===== src/rtl/fifo_rd_pkg.sv =====
// Shared types and constants for the FIFO read-side stream adapter.
// Optional packet framing is enabled by defining FIFO_RD_LAST_EN.
package fifo_rd_pkg;

  typedef logic [1:0] occ_t;

  localparam int   SKID_DEPTH     = 2;
  localparam occ_t OCC_RESET      = 2'd0;
  localparam logic INFLIGHT_RESET = 1'b0;

  // Buffer occupancy once the pending capture lands and the current transfer leaves.
  function automatic logic [2:0] projected_occ(input occ_t occ, input logic inflight,
                                               input logic xfer);
    return {1'b0, occ} + {2'b00, inflight} - {2'b00, xfer};
  endfunction

endpackage


===== src/rtl/fifo_rd_skid.sv =====
// Two-entry skid buffer holding FIFO words between capture and stream transfer.
// Flush empties the buffer and wins over push and pop in the same cycle.
module fifo_rd_skid
  import fifo_rd_pkg::*;
#(
  parameter int DATA_WIDTH = 32
) (
  input  logic                  clk,
  input  logic                  rst_n,
  input  logic                  push,
  input  logic [DATA_WIDTH-1:0] push_data,
  input  logic                  pop,
  input  logic                  flush,
  output logic [DATA_WIDTH-1:0] head_data,
  output occ_t                  occ
);

  logic [DATA_WIDTH-1:0] mem [SKID_DEPTH];
  logic                  wr_ptr;
  logic                  rd_ptr;
  occ_t                  occ_q;

  always_ff @(posedge clk or negedge rst_n) begin
    if (!rst_n) begin
      for (int i = 0; i < SKID_DEPTH; i++) mem[i] <= '0;
      wr_ptr <= 1'b0;
      rd_ptr <= 1'b0;
      occ_q  <= OCC_RESET;
    end else if (flush) begin
      wr_ptr <= 1'b0;
      rd_ptr <= 1'b0;
      occ_q  <= OCC_RESET;
    end else begin
      if (push) begin
        mem[wr_ptr] <= push_data;
        wr_ptr      <= ~wr_ptr;
      end
      if (pop) rd_ptr <= ~rd_ptr;
      occ_q <= occ_q + {1'b0, push} - {1'b0, pop};
    end
  end

  assign head_data = mem[rd_ptr];
  assign occ       = occ_q;

endmodule


===== src/rtl/fifo_stream_reader.sv =====
// Converts a registered-read FIFO pop interface into a valid/ready stream.
// Define FIFO_RD_LAST_EN to build the packet counter that drives m_last_o.
//
// Stream handshake: a word moves when m_valid_o && m_ready_i on a rising edge;
// once m_valid_o is high it stays high with m_data_o/m_last_o stable until taken.
module fifo_stream_reader
  import fifo_rd_pkg::*;
#(
  parameter int DATA_WIDTH = 32,
  parameter int LEN_WIDTH  = 8
) (
  input  logic                  clk,
  input  logic                  rst_n,
  input  logic                  fifo_empty_i,
  input  logic [DATA_WIDTH-1:0] fifo_rd_data_i,
  output logic                  fifo_rd_en_o,
  output logic [DATA_WIDTH-1:0] m_data_o,
  output logic                  m_valid_o,
  input  logic                  m_ready_i,
  output logic                  m_last_o,
  input  logic [LEN_WIDTH-1:0]  pkt_len_i,
  input  logic                  flush_i,
  output logic [1:0]            occupancy_o
);

  logic inflight;
  logic xfer;
  occ_t occ;

  assign m_valid_o   = (occ != OCC_RESET);
  assign xfer        = m_valid_o && m_ready_i;
  assign occupancy_o = occ;

  // Only pop when the word (plus any word already in flight) is sure to fit.
  // rst_n gates the pop so nothing leaves the FIFO while reset is held.
  assign fifo_rd_en_o = rst_n && !fifo_empty_i && !flush_i &&
                        (projected_occ(occ, inflight, xfer) < 3'd2);

  always_ff @(posedge clk or negedge rst_n) begin
    if (!rst_n) inflight <= INFLIGHT_RESET;
    else        inflight <= fifo_rd_en_o;
  end

  fifo_rd_skid #(
    .DATA_WIDTH(DATA_WIDTH)
  ) u_skid (
    .clk       (clk),
    .rst_n     (rst_n),
    .push      (inflight),
    .push_data (fifo_rd_data_i),
    .pop       (xfer),
    .flush     (flush_i),
    .head_data (m_data_o),
    .occ       (occ)
  );

`ifdef FIFO_RD_LAST_EN
  logic [LEN_WIDTH-1:0] pkt_cnt;
  logic [LEN_WIDTH-1:0] len_q;
  logic [LEN_WIDTH-1:0] len_cur;

  // The first word of a packet sees pkt_len_i live; later words use the latched copy.
  assign len_cur  = (pkt_cnt == '0) ? pkt_len_i : len_q;
  assign m_last_o = m_valid_o && (pkt_cnt == len_cur);

  always_ff @(posedge clk or negedge rst_n) begin
    if (!rst_n) begin
      pkt_cnt <= '0;
      len_q   <= '0;
    end else if (flush_i) begin
      pkt_cnt <= '0;
    end else if (xfer) begin
      if (pkt_cnt == '0) len_q <= pkt_len_i;
      if (m_last_o) pkt_cnt <= '0;
      else          pkt_cnt <= pkt_cnt + LEN_WIDTH'(1);
    end
  end
`else
  logic unused_pkt_len;
  assign unused_pkt_len = ^pkt_len_i;
  assign m_last_o       = 1'b0;
`endif

endmodule


===== config.mk =====
export PLATFORM = sky130hd
export DESIGN_NAME = fifo_stream_reader
export DESIGN_NICKNAME = d
export VERILOG_FILES = /design/src/rtl/fifo_rd_pkg.sv /design/src/rtl/fifo_rd_skid.sv /design/src/rtl/fifo_stream_reader.sv
export SDC_FILE = /design/constraint.sdc
export NUM_CORES = 1
export LEC_CHECK = 0
export ABC_AREA = 1
export CORE_ASPECT_RATIO = 1.1
export CORE_MARGIN = 2
export CORE_UTILIZATION = 49
export CTS_CLUSTER_DIAMETER = 60
export CTS_CLUSTER_SIZE = 20
export DETAILED_ROUTE_END_ITERATION = 10
export GPL_TIMING_DRIVEN = 0
export PLACE_DENSITY = 0.91
export SLEW_MARGIN = 20
export SYNTH_ARGS = -nofsm -noshare
export SYNTH_HDL_FRONTEND = slang
export SYNTH_HIERARCHICAL = 1
export SYNTH_SLANG_ARGS = --single-unit

===== constraint.sdc =====
create_clock -name clk -period 2.92 [get_ports clk]
set_clock_uncertainty 0.1 [all_clocks]
set_input_delay 0.584 -clock clk [delete_from_list [all_inputs] [get_ports clk]]
set_output_delay 0.584 -clock clk [all_outputs]
set_load 0.01 [all_outputs]

After elaboration in Yosys (flattened, before gate mapping)
Cells that the tools add are included.
{"block": "word_totals", "output_inout_bits": 37, "reg_bits": 69, "elab_cells": 41, "in_bits": 45}
{"block": "op_classes", "reduce_logical": 11, "n_bitwise": 5, "muxes": 11, "n_lt_le_gt_ge": 4, "n_addsub": 4}
{"cell": "32-bit two-way mux", "n": 4}
{"cell": "64-bit bitwise mux", "n": 1}
{"cell": "32-bit demux with 1-bit select", "n": 1}
{"cell": "2-bit nonzero test", "n": 3}
{"cell": "1-bit logical AND", "n": 5}
{"cell": "2-bit greater-or-equal comparator (second input constant)", "n": 2}
{"cell": "1-bit two-way mux", "n": 4}
{"cell": "1-bit inverter with 2-bit output", "n": 2}
{"cell": "2-bit by 1-bit adder with 3-bit output", "n": 1}
{"cell": "3-bit by 2-bit < comparator with 1-bit output (second input constant)", "n": 1}
{"cell": "1-bit inverter", "n": 3}
{"cell": "3-bit by 1-bit subtractor with 3-bit output", "n": 1}
{"cell": "2-bit by 1-bit adder with 2-bit output", "n": 1}
{"cell": "1-bit logical NOT", "n": 2}
{"cell": "2-bit by 1-bit < comparator with 1-bit output (second input constant)", "n": 1}
{"cell": "2-bit two-way mux", "n": 1}
{"cell": "2-bit AND reduction", "n": 1}
{"cell": "2-bit by 1-bit subtractor with 2-bit output", "n": 1}

Depth between registers and ports, before layout
Gate-level depths: netlist of run 1.
{"block": "logic_depth", "word_depth": 6, "mapped_depth": 8}

Modules after synthesis
The synthesis of run 1 kept the hierarchy.
{"module": "fifo_rd_skid", "instances": 1, "seq_area_each_um2": 1701.6, "cells_each": 299, "area_per_inst_um2": 3103.0}
{"module": "fifo_stream_reader", "instances": 1, "seq_area_each_um2": 25.0, "cells_each": 20, "area_per_inst_um2": 131.4}

Worst setup path before layout of run 1
OpenSTA, ideal clock, no wires.
{"block": "synth_path", "path_type": "reg2out", "startpoint": "register u_skid.occ_q[1] (netlist: u_skid/occ[1])", "endpoint": "output fifo_rd_en_o", "t_required_ns": 2.236, "path_buffers": 0, "stages_incl_launch_ff": 9, "t_arrival_ns": 1.970, "slack_ns": 0.266, "cell_sequence": "dfrtp_1 -> o21a_1 -> ha_1 -> or2_1 -> fa_1 -> nand2_1 -> inv_1 -> nand2_1 -> nor2_1"}
{"block": "synth_between", "elab_chain_cells": 5}
{"element": "start, declared", "line": "fifo_rd_skid.sv:21", "source": "occ_t occ_q;"}
{"element": "start signal, assigned", "line": "fifo_rd_skid.sv:39", "source": "occ_q <= occ_q + {1'b0, push} - {1'b0, pop};"}
{"element": "2-bit nonzero test", "line": "fifo_stream_reader.sv:30", "source": "assign m_valid_o = (occ != OCC_RESET);"}
{"element": "1-bit logical AND", "line": "fifo_stream_reader.sv:31", "source": "assign xfer = m_valid_o && m_ready_i;"}
{"element": "via xfer", "line": "fifo_stream_reader.sv:27", "source": "logic xfer;"}
{"element": "3-bit by 1-bit subtractor with 3-bit output", "line": "fifo_rd_pkg.sv:14", "source": "return {1'b0, occ} + {2'b00, inflight} - {2'b00, xfer};"}
{"element": "3-bit by 2-bit < comparator with 1-bit output", "line": "fifo_stream_reader.sv:37", "source": "(projected_occ(occ, inflight, xfer) < 3'd2);"}
{"element": "1-bit logical AND", "line": "fifo_stream_reader.sv:36", "source": "assign fifo_rd_en_o = rst_n && !fifo_empty_i && !flush_i &&"}
{"element": "end, declared", "line": "fifo_stream_reader.sv:16", "source": "output logic fifo_rd_en_o,"}
The timed path passes the listed nets, and every way through them passes these cells.

Worst setup path in the final report of run 1
Ends and elaborated chain as after synthesis.

==> results of run 1 <==
registers in the layout (all words and copies together), names as in the netlist:
register	cells
u_skid/rd_ptr	1
u_skid/wr_ptr	1
inflight	1
u_skid/mem	64
u_skid/occ	2
per-layer routing:
metal	wire length, microns	vias to the layer above	global-route usage [%]
met4	82	0	8.01
met5	0	-	0
li1	-	1200	-
met1	3030	1184	26.2
met2	3600	67	36.4
met3	303	9	5.66
per-stage QoR:
stage | instance area, sq um | std cells | hold slack, ps
detailed placement | 4080 | 474 | 365
global route | 4340 | 496 | 108
finish | 4340 | 496 | 88.3
floorplan | 3230 | 319 | 188
CTS | 4330 | 494 | 89.2
global placement | 4060 | 473 | 360
cell families after synthesis:
logic type               after synthesis  synth area share, %
adder cells (fa/ha/maj)                4                 1.78
other                                  1                0.116
AO/OA/AOI/OAI                         68                 13.3
multiplexers                          32                 11.1
buffers and inverters                 61                 9.90
AND/OR/NAND/NOR                       84                 10.4
flip-flops                            69                 53.4
timing repair:
action | 4_1_cts | 5_1_grt
buffers inserted | 4 | 2
gates resized for setup | 8 | 1
endpoints found under the setup margin | 1 | 1
pin swaps | 3 | 2
power breakdown:
group	switching, mW	total [mW]	internal (mW)
Sequential	0.193	1.51	1.32
Clock	0.362	0.847	0.485
Combinational	0.771	1.83	1.05
final cells by class:
| class | count | area [sq um] | share of cell area (%) |
|---|---|---|---|
| clock buffers | 9 | 124 | 2.85 |
| flip-flops and latches | 69 | 1730 | 39.8 |
| multi-input cells | 189 | 1190 | 27.4 |
| well taps | 82 | 103 | 2.36 |
| clock inverters | 7 | 98.8 | 2.28 |
| inverters | 43 | 161 | 3.72 |
| plain buffers | 18 | 159 | 3.66 |
| repair buffers | 79 | 778 | 17.9 |
cells in the final DEF (no fill, tap or decap), drive strengths merged:
cell	netlist	layout
a21oi	2	2
buf	14	23
bufinv	0	2
clkbuf	4	13
clkdlybuf4s15	0	1
clkdlybuf4s50	0	69
clkinv	0	3
clkinvlp	0	1
conb	1	1
dfrtp	69	69
fa	1	1
ha	3	3
inv	43	44
mux2	32	32
nand2	75	75
nand3	2	2
nand3b	1	1
nor2	5	5
o21a	1	1
o21ai	65	65
or2	1	1
worst max path at each step:
stage	from	to	slack, ps	cells past startpoint
2_1_floorplan	u_skid/occ[1]	fifo_rd_en_o	270	8
3_3_place_gp	rst_n	fifo_rd_en_o	-1930	6
3_5_place_dp	m_ready_i	fifo_rd_en_o	-810	10
4_1_cts	u_skid/occ[0]	fifo_rd_en_o	-90	9
5_1_grt	u_skid/occ[1]	fifo_rd_en_o	-200	9
6_report	u_skid/occ[1]	fifo_rd_en_o	-70	9
==> summary.txt, run 1 <==
Logic synthesis
  • Syn avg cell area: 10.1 sq um
  • Syn_nets: 368
  • Ys async rst share: 100%
  • Post-synth top cells: nand2_1, dfrtp_1, inv_1
  • Top cells by area, synth: dfrtp_1, mux2_2, nand2_1
  • Post-Syn Area: 0.00323 sq mm
  • Yosys reg bits: between 60 and 70
  • Count of cell types in the netlist: 25
  • Post-synth top area share: between 50% and 60%
  • Cell with the most instances after synthesis: nand2_1
  • Largest area contributor in the netlist: dfrtp_1
  • Sequential fraction of the synthesis area: 53.4%
  • Main synth FF type: dfrtp_1
  • Synth Warn #: 6
  • Mapped Cells: 319
  • EDFF count, synth: 0

STA
  • Fin worst setup slack: -71.2 ps
  • Min cycle time layout: 2990 ps
  • RSZ-0062 raised after global routing: yes
  • Final period util: 102%
  • Final TNS setup: -71.2 ps
  • Hold Vio Cnt, Final: 0
  • Final-report setup violation count: 1
  • Max-slew violations: 0
  • Fmax: between 0.3 and 0.4 GHz

Placed design
  • DP HPWL: 4990 microns
  • Place WS: -812 ps
  • GP Congestion: 0.712
  • I/O Buffers: 72

Setup path
  • Kind of critical path: reg -> out
  • CP Launch Type: flop
  • CP max-delay cell: fa_1
  • CP top delay family: adder cells
  • RR Endpoint: inflight
  • FF-to-FF path depth: 9
  • Critical path arrival: approximately 2300 ps
  • Max Fanout on Critical Path: 2
  • Crit. End Element: primary output
  • Crit Reg-Reg Startpoint: u_skid/occ[1]
  • CP Buf/Inv Count: 2
  • Slack of the worst reg-to-reg path: 820 ps
  • Required time of the critical path: about 2200 ps
  • CP Cell Sequence: o21a_1 > ha_1 > or2_1 > fa_1 > nand2_1 > inv_1 > nand2_2 > nor2_2 > buf_2
  • Worst stage delay on the critical path: approximately 480 ps

Status
  • Failing checks: negative setup slack
  • Status: complete, but fails checks

Floorplan
  • Initial Utilization: around half
  • Placeable Area: about 0.0065 sq mm
  • Row Count: 31
  • I/O Pins: 82
  • Die height: 89.2 microns
  • DIE WIDTH: around 81 microns
  • Area of the die: 0.00727 sq mm

Clock tree
  • TritonCTS clock tree: done
  • Largest buffer count on any clock path: 2
  • Root buffer cell: clkbuf_8
  • Clock slew at reported path FFs: ~80 ps
  • Clock Sinks: 69
  • Clk_lat worst skew: 330 ps
  • CTS Hold Bufs: 0
  • Total CTS buffers: 9
  • H-tree levels: 3

GRT
  • Number of global-route vias before repair: 2560
  • First-pass GRT wire length: ~12000 microns
  • Gr usage total: 21.4%
  • Largest net degree at the start of global routing: 37
  • Antenna violations before repair: 0
  • Grt total ovfl: 0

Pwr
  • Tot Pwr: 4.18 mW
  • LEAKAGE: 2.10 nW
  • Power per cell area: ~960 mW/mm^2
  • Peak supply drop: 0.000445 V

Cells and area
  • # nets final: 458
  • Final core utilization: 67.1%
  • Antenna Cells: 0
  • Fill cells: about 500
  • Share of cells above drive strength 1: 24.4%
  • Synth-to-Final Area Change: 34.3%

Routing
  • Wire per inst: around 14 microns
  • Via density: 4.96
  • Initial drt markers: 75
  • Via count: about 2500
  • DRT antenna net count: 0
  • DRC viols: 0
  • WL final: ~7000 microns
  • DRT Pass-1 Iters: 4

Job
  • Max cap viols: 0

Min path
  • Hold/Removal Path Class: in -> async
(Power assumes the default switching activity.)
==> inputs of run 2 (changes only) <==
--- a/config.mk
+++ b/config.mk
@@ -14,6 +14,7 @@
 export DETAILED_ROUTE_END_ITERATION = 10
 export GPL_TIMING_DRIVEN = 0
 export PLACE_DENSITY = 0.91
+export RECOVER_POWER = 25
 export SLEW_MARGIN = 20
 export SYNTH_ARGS = -nofsm -noshare
 export SYNTH_HDL_FRONTEND = slang
==> results of run 2 <==
No change in the layout: final DEF, timing and power equal those of run 1.
==> inputs of run 3 (changes only) <==
--- a/config.mk
+++ b/config.mk
@@ -10,7 +10,7 @@
 export CORE_MARGIN = 2
 export CORE_UTILIZATION = 49
 export CTS_CLUSTER_DIAMETER = 60
-export CTS_CLUSTER_SIZE = 20
+export CTS_CLUSTER_SIZE = 8
 export DETAILED_ROUTE_END_ITERATION = 10
 export GPL_TIMING_DRIVEN = 0
 export PLACE_DENSITY = 0.91
==> results of run 3 <==
No change in the layout: final DEF, timing and power equal those of run 1.
